**config.mk**
```make
export PLATFORM = sky130hd
export DESIGN_NAME = instruction_fetch_unit
export DESIGN_NICKNAME = d
export VERILOG_FILES = /design/src/rtl/fetch_pkg.sv /design/src/rtl/fetch_fifo.sv /design/src/rtl/instruction_fetch_unit.sv
export SDC_FILE = /design/constraint.sdc
export NUM_CORES = 1
export LEC_CHECK = 0
export CAP_MARGIN = 15
export CORE_UTILIZATION = 40
export CTS_BUF_LIST = sky130_fd_sc_hd__clkbuf_8
export DETAILED_ROUTE_END_ITERATION = 10
export PLACE_DENSITY_LB_ADDON = 0.3
export RECOVER_POWER = 50
export SLEW_MARGIN = 20
export SYNTH_ARGS = -nofsm -noshare
export SYNTH_HDL_FRONTEND = slang
export SYNTH_SLANG_ARGS = --single-unit
```
**constraint.sdc**
```tcl
create_clock -name clk -period 2.05 [get_ports clk]
set_input_delay 0.41 -clock clk [delete_from_list [all_inputs] [get_ports clk]]
set_output_delay 0.41 -clock clk [all_outputs]
set_load 0.05 [all_outputs]
```
**src/rtl/fetch_pkg.sv**
```systemverilog
// Shared defaults and types for the instruction fetch unit.
package fetch_pkg;

    localparam int          DEF_DATA_W     = 16;
    localparam int          DEF_ADDR_W     = 10;
    localparam int          DEF_FIFO_DEPTH = 4;
    localparam int unsigned DEF_RESET_PC   = 0;

    // Buffered fetch entry at the default widths: instruction word plus its address.
    typedef struct packed {
        logic [DEF_DATA_W-1:0] instr;
        logic [DEF_ADDR_W-1:0] pc;
    } fetch_entry_t;

    // Width of an occupancy counter able to hold 0..depth inclusive.
    function automatic int cnt_width(input int depth);
        return $clog2(depth) + 1;
    endfunction

endpackage

```
**src/rtl/fetch_fifo.sv**
```systemverilog
// Synchronous prefetch FIFO with flush; flush dominates push and pop.
module fetch_fifo #(
    parameter int WIDTH = 26,
    parameter int DEPTH = 4,
    localparam int PTR_W = $clog2(DEPTH),
    localparam int CNT_W = PTR_W + 1
) (
    input  logic             clk,
    input  logic             rst_n,
    input  logic             flush_i,
    input  logic             push_i,
    input  logic             pop_i,
    input  logic [WIDTH-1:0] wdata_i,
    output logic [WIDTH-1:0] rdata_o,
    output logic [CNT_W-1:0] count_o,
    output logic             empty_o,
    output logic             full_o
);

    logic [WIDTH-1:0] mem_q [DEPTH];
    logic [PTR_W-1:0] wr_ptr_q, wr_ptr_d;
    logic [PTR_W-1:0] rd_ptr_q, rd_ptr_d;
    logic [CNT_W-1:0] count_q, count_d;
    logic             do_push, do_pop;

    assign do_push = push_i && !flush_i;
    assign do_pop  = pop_i && !empty_o && !flush_i;

    assign empty_o = (count_q == '0);
    assign full_o  = (count_q == CNT_W'(DEPTH));
    assign count_o = count_q;
    assign rdata_o = mem_q[rd_ptr_q];

    // Storage array; data needs no reset since count gates visibility.
    always_ff @(posedge clk) begin
        if (do_push) begin
            mem_q[wr_ptr_q] <= wdata_i;
        end
    end

    // Next-state for pointers and occupancy; power-of-2 depth lets pointers wrap naturally.
    always_comb begin
        wr_ptr_d = wr_ptr_q;
        rd_ptr_d = rd_ptr_q;
        count_d  = count_q;
        if (flush_i) begin
            wr_ptr_d = '0;
            rd_ptr_d = '0;
            count_d  = '0;
        end else begin
            if (do_push) wr_ptr_d = wr_ptr_q + PTR_W'(1);
            if (do_pop)  rd_ptr_d = rd_ptr_q + PTR_W'(1);
            case ({do_push, do_pop})
                2'b10:   count_d = count_q + CNT_W'(1);
                2'b01:   count_d = count_q - CNT_W'(1);
                default: count_d = count_q;
            endcase
        end
    end

    // Control registers with asynchronous active-low reset.
    always_ff @(posedge clk or negedge rst_n) begin
        if (!rst_n) begin
            wr_ptr_q <= '0;
            rd_ptr_q <= '0;
            count_q  <= '0;
        end else begin
            wr_ptr_q <= wr_ptr_d;
            rd_ptr_q <= rd_ptr_d;
            count_q  <= count_d;
        end
    end

endmodule

```
**src/rtl/instruction_fetch_unit.sv**
```systemverilog
// PC generator plus prefetch buffer between instruction memory and decode.
module instruction_fetch_unit
    import fetch_pkg::*;
#(
    parameter int          DATA_W     = DEF_DATA_W,
    parameter int          ADDR_W     = DEF_ADDR_W,
    parameter int          FIFO_DEPTH = DEF_FIFO_DEPTH,
    parameter int unsigned RESET_PC   = DEF_RESET_PC
) (
    input  logic                        clk,
    input  logic                        reset,
    output logic                        imem_en,
    output logic [ADDR_W-1:0]           imem_addr,
    input  logic [DATA_W-1:0]           imem_rdata,
    input  logic                        redirect_valid,
    input  logic [ADDR_W-1:0]           redirect_pc,
    output logic                        instr_valid,
    input  logic                        instr_ready,
    output logic [DATA_W-1:0]           instr,
    output logic [ADDR_W-1:0]           instr_pc,
    output logic [ADDR_W-1:0]           fetch_pc,
    output logic [$clog2(FIFO_DEPTH):0] fifo_count
);

    localparam int CNT_W = cnt_width(FIFO_DEPTH);

    typedef struct packed {
        logic [DATA_W-1:0] instr;
        logic [ADDR_W-1:0] pc;
    } entry_t;

    logic [ADDR_W-1:0] fetch_pc_q, fetch_pc_d;
    logic              inflight_q, inflight_d;
    logic [ADDR_W-1:0] inflight_pc_q, inflight_pc_d;
    logic [CNT_W:0]    credits_used;
    logic              fifo_empty, fifo_full;
    entry_t            push_entry, head_entry;

    // Credits cover both buffered entries and the word still coming back from memory,
    // so a granted request always has a FIFO slot waiting for it.
    assign credits_used = {1'b0, fifo_count} + (CNT_W + 1)'(inflight_q);
    assign imem_en      = reset && !redirect_valid && (credits_used < (CNT_W + 1)'(FIFO_DEPTH));
    assign imem_addr    = fetch_pc_q;
    assign fetch_pc     = fetch_pc_q;

    assign push_entry   = '{instr: imem_rdata, pc: inflight_pc_q};
    assign instr_valid  = !fifo_empty;
    assign instr        = head_entry.instr;
    assign instr_pc     = head_entry.pc;

    fetch_fifo #(
        .WIDTH ($bits(entry_t)),
        .DEPTH (FIFO_DEPTH)
    ) u_fifo (
        .clk     (clk),
        .rst_n   (reset),
        .flush_i (redirect_valid),
        .push_i  (inflight_q),
        .pop_i   (instr_ready),
        .wdata_i (push_entry),
        .rdata_o (head_entry),
        .count_o (fifo_count),
        .empty_o (fifo_empty),
        .full_o  (fifo_full)
    );

    // Next PC and in-flight tracking; a redirect squashes the outstanding response.
    always_comb begin
        fetch_pc_d    = fetch_pc_q;
        inflight_d    = 1'b0;
        inflight_pc_d = inflight_pc_q;
        if (redirect_valid) begin
            fetch_pc_d = redirect_pc;
        end else if (imem_en) begin
            fetch_pc_d    = fetch_pc_q + ADDR_W'(1);
            inflight_d    = 1'b1;
            inflight_pc_d = fetch_pc_q;
        end
    end

    // Fetch state registers with asynchronous active-low reset.
    always_ff @(posedge clk or negedge reset) begin
        if (!reset) begin
            fetch_pc_q    <= ADDR_W'(RESET_PC);
            inflight_q    <= 1'b0;
            inflight_pc_q <= '0;
        end else begin
            fetch_pc_q    <= fetch_pc_d;
            inflight_q    <= inflight_d;
            inflight_pc_q <= inflight_pc_d;
        end
    end

    // A response must never land in a full buffer.
    assert property (@(posedge clk) disable iff (!reset)
                     (inflight_q && !redirect_valid) |-> !fifo_full);

endmodule

```
==> impl_table.tex <==
\begin{tabular}{lr}
\hline
Metric & Value \\
\hline
\multicolumn{2}{l}{\textbf{Die}} \\
Overall die area & 13580 um2 \\
Std-Cell Rows & 41 \\
Boundary pin count & 81 \\
Core area & 12720 um2 \\
Die outline height & 116.5 um \\
Initial Utilization & 0.4125 \\
DIE WIDTH & 116.5 um \\
\multicolumn{2}{l}{\textbf{Timing}} \\
Time the worst path needs with I/O delays and setup & 2191 ps \\
Unrepaired setup endpoints after global routing & yes \\
Final max-slew violation count & 0 \\
Transition time at the pin with the least slew margin & between 800 and 900 ps \\
Final Hold Viols & 0 \\
Final worst hold slack & 524.4 ps \\
Highest clock rate & 0.4563 GHz \\
Clock Skews & between 10 and 15 ps \\
\# setup viols final & 35 \\
Share of the cycle needed by the critical path after routing & 1.069 \\
Setup Total Neg Slack & -3355 ps \\
Final setup margin & -141.4 ps \\
Max-Slew Margin vs Limit & 0.4334 \\
\multicolumn{2}{l}{\textbf{Clocking}} \\
TritonCTS clock tree & built \\
CTS max path bufs & 2 \\
Level count of the clock H-tree & 4 \\
Clk\_lat worst skew & roughly 420 ps \\
Clock transition time at the flip-flop clock pins of the worst setup and hold paths & roughly 80 ps \\
Num CTS Buffers & 17 \\
CTS Root Buffer Type & clkbuf\_8 \\
Clock net sink count & 132 \\
\multicolumn{2}{l}{\textbf{Cells and area}} \\
Number of filler cells placed in the layout & 1037 \\
Commonest cells after routing, fill and taps aside & edfxtp\_1 (104), buf\_12 (34), mux4\_2 (26) \\
Cell Count, Final, Fillers Out & roughly 570 \\
Leading cell type in the layout, fill and taps excluded & edfxtp\_1 \\
Inserted Diodes & 0 \\
Proportion of layout cells with a drive suffix above 1 & 0.3079 \\
Core utilization of the finished layout & 0.5503 \\
Summed area of non-filler cells in the final layout & roughly 7000 um2 \\
Final-stage net count & 416 \\
Synth-to-Final Area Change & 33.40\% \\
\multicolumn{2}{l}{\textbf{GRT}} \\
Global-route wire length before repair & around 15 mm \\
Total grt overflow & 0 \\
Global-route total usage across every layer & 0.1482 \\
Initial antenna violation count & 0 \\
Maximum number of pins on one net before global-route repair & 27 \\
Number of global-route vias before repair & 2949 \\
\multicolumn{2}{l}{\textbf{Yosys}} \\
Post-Syn Area & 5248 um2 \\
Per-instance average area after synthesis & 18.48 um2 \\
Share of the yosys chip area belonging to registers & 0.7287 \\
Proportion of netlist area held by the largest area contributor & 0.5951 \\
Count of unique library cells instantiated by Yosys & 43 \\
Largest area contributor in the netlist & edfxtp\_1 \\
Number of cells produced by synthesis & between 200 and 300 \\
Post-Syn Nets & 320 \\
Synth Warn \# & 0 \\
\#FFs+latches synth & 132 \\
Number of flops mapped to enable cells by yosys & 104 \\
Dominant synthesized flop cell & edfxtp\_1 \\
Async set or reset register ratio after synthesis & 0.2121 \\
Cell types occupying the most area after synthesis & edfxtp\_1 (60\%), dfrtp\_1 (13\%), mux4\_2 (11\%) \\
\multicolumn{2}{l}{\textbf{Route}} \\
Number of vias per cell after detailed routing & roughly 5 \\
Initial DRC Count & 191 \\
Total wire length & approximately 9 mm \\
Post-DRT Antenna Nets & 0 \\
Router iterations before antenna repair & 4 \\
Residual DRC & 0 \\
Wire length per cell after detailed routing & between 15 and 20 um \\
DR vias & 2836 \\
\multicolumn{2}{l}{\textbf{Critical path}} \\
Cell type group with the largest total delay on the critical path & multiplexers \\
Max stage delay cell, worst path & mux4\_2 \\
Sum of buffers and inverters on the critical path & 2 \\
Maximum fanout along the worst path & 12 \\
Category of the critical setup timing path & reg2out \\
Cells along the critical path & buf\_12 > mux4\_2 > buf\_12 \\
Slack of the worst reg-to-reg path & -30 ps \\
Arrival time of the worst setup path & 1780 ps \\
Most used cell along the critical path & buf\_12 \\
CP peak stage delay & 570 ps \\
Kind of start point of the critical path & flip-flop \\
Worst Setup End Kind & primary output \\
Required time reported for the critical path endpoint & 1640 ps \\
\multicolumn{2}{l}{\textbf{Run}} \\
MaxCap Viol Count & 0 \\
\multicolumn{2}{l}{\textbf{Power and ir drop}} \\
Leakage power & 2.530 nW \\
Total power divided by cell area & 1288 nW/um2 \\
Highest ir drop seen on vdd & 0.0008835 V \\
Overall power of the completed layout & 9.016 mW \\
\multicolumn{2}{l}{\textbf{Status}} \\
Result of the run & finished with violations \\
Violated checks & negative setup slack \\
\multicolumn{2}{l}{\textbf{Place}} \\
Placed standard-cell area & 6596 um2 \\
Placed Cells & 531 \\
Post-DP HPWL & just under 6 mm \\
Worst setup slack before clock tree synthesis & -25.88 ps \\
IO buf count & 80 \\
Final estimated routing congestion in global placement & $\sim$0.87 \\
\multicolumn{2}{l}{\textbf{Hold path}} \\
Min-delay worst type & reg2reg \\
\hline
\end{tabular}
-- registers in the layout, indices dropped and copies added (netlist names) --
register,count
fetch_pc,10
inflight_pc_q,10
inflight_q,1
u_fifo.count_o,3
u_fifo.mem_q,104
u_fifo.rd_ptr_q,2
u_fifo.wr_ptr_q,2
-- routing by layer --
layer | part of all wire | wire, um | vias to the layer above | track usage
li1 | - | - | 1314 | -
met1 | 0.44 | 3991 | 1416 | 0.1909
met2 | 0.49 | 4475 | 97 | 0.2402
met3 | 0.054 | 488 | 9 | 0.04619
met4 | 0.010 | 90 | 0 | 0.04895
met5 | 0 | 0 | - | 0
-- cell type report --
class	count	area (um2)	share of cell area
clock buffer	17	234.0	0.03342
inverter	7	26.28	0.003753
timing repair buffer	99	1231	0.1759
tap	172	215.2	0.03074
multi-input combinational	123	1274	0.1819
sequential	132	3829	0.5469
clock inverter	15	191.4	0.02735
-- worst register-to-register path, stage by stage, from the launching register on --
cell	delay (ps)
dfrtp_2	470
nand3_1	240
nand3_1	250
clkbuf_1	600
mux2_1	380
-- power breakdown --
part / switching, mW / total (mW) / internal [mW]
logic: 1.76 / 3.26 / 1.49
registers: 0.263 / 3.47 / 3.21
clock network: 1.04 / 2.28 / 1.24
total: 3.07 / 9.02 / 5.95
-- repair_timing --
| action | in CTS | in global routing |
|---|---|---|
| hold buffers | 0 | 0 |
| cloned | 0 | 0 |
| gates resized for setup | 11 | 2 |
| buffers inserted | 2 | 0 |
| endpoints found under the setup margin | 37 | 27 |
-- final timing paths --
check	start	endpoint	cells past startpoint
min	inflight_pc_q[1]$_DFFE_PN0P_	u_fifo.mem_q[3][1]$_DFFE_PP_	0
max reg2reg	inflight_q$_DFF_PN0_	inflight_pc_q[7]$_DFFE_PN0P_	4
min in group asynchronous	reset	fetch_pc[1]$_DFFE_PN0P_	2
min reg2reg	inflight_pc_q[1]$_DFFE_PN0P_	u_fifo.mem_q[3][1]$_DFFE_PP_	0
max in group asynchronous	reset	inflight_pc_q[3]$_DFFE_PN0P_	2
max	u_fifo.rd_ptr_q[0]$_DFFE_PN0P_	instr_pc[4]	3
-- cells by family (layout without fill, tap and decap cells) --
logic type               Yosys count  after routing  synth area share
buffers and inverters             29            138           0.02980
multiplexers                      35             35            0.1304
XOR/XNOR                           5              5          0.008347
AND/OR/NAND/NOR                   54             54           0.05246
AO/OA/AOI/OAI                     23             23           0.03457
adder cells (fa/ha/maj)            6              6           0.01574
flip-flops                       132            132            0.7287
-- cells in the mapped netlist, types with 6 or more instances --
| cell type | count |
|---|---|
| nor3_1 | 7 |
| nor2_1 | 9 |
| dfrtp_1 | 28 |
| nand3_1 | 6 |
| mux4_2 | 26 |
| nand2_1 | 14 |
| mux2_1 | 7 |
| buf_4 | 11 |
| edfxtp_1 | 104 |
Note: power is estimated with default switching activity, not from simulation.
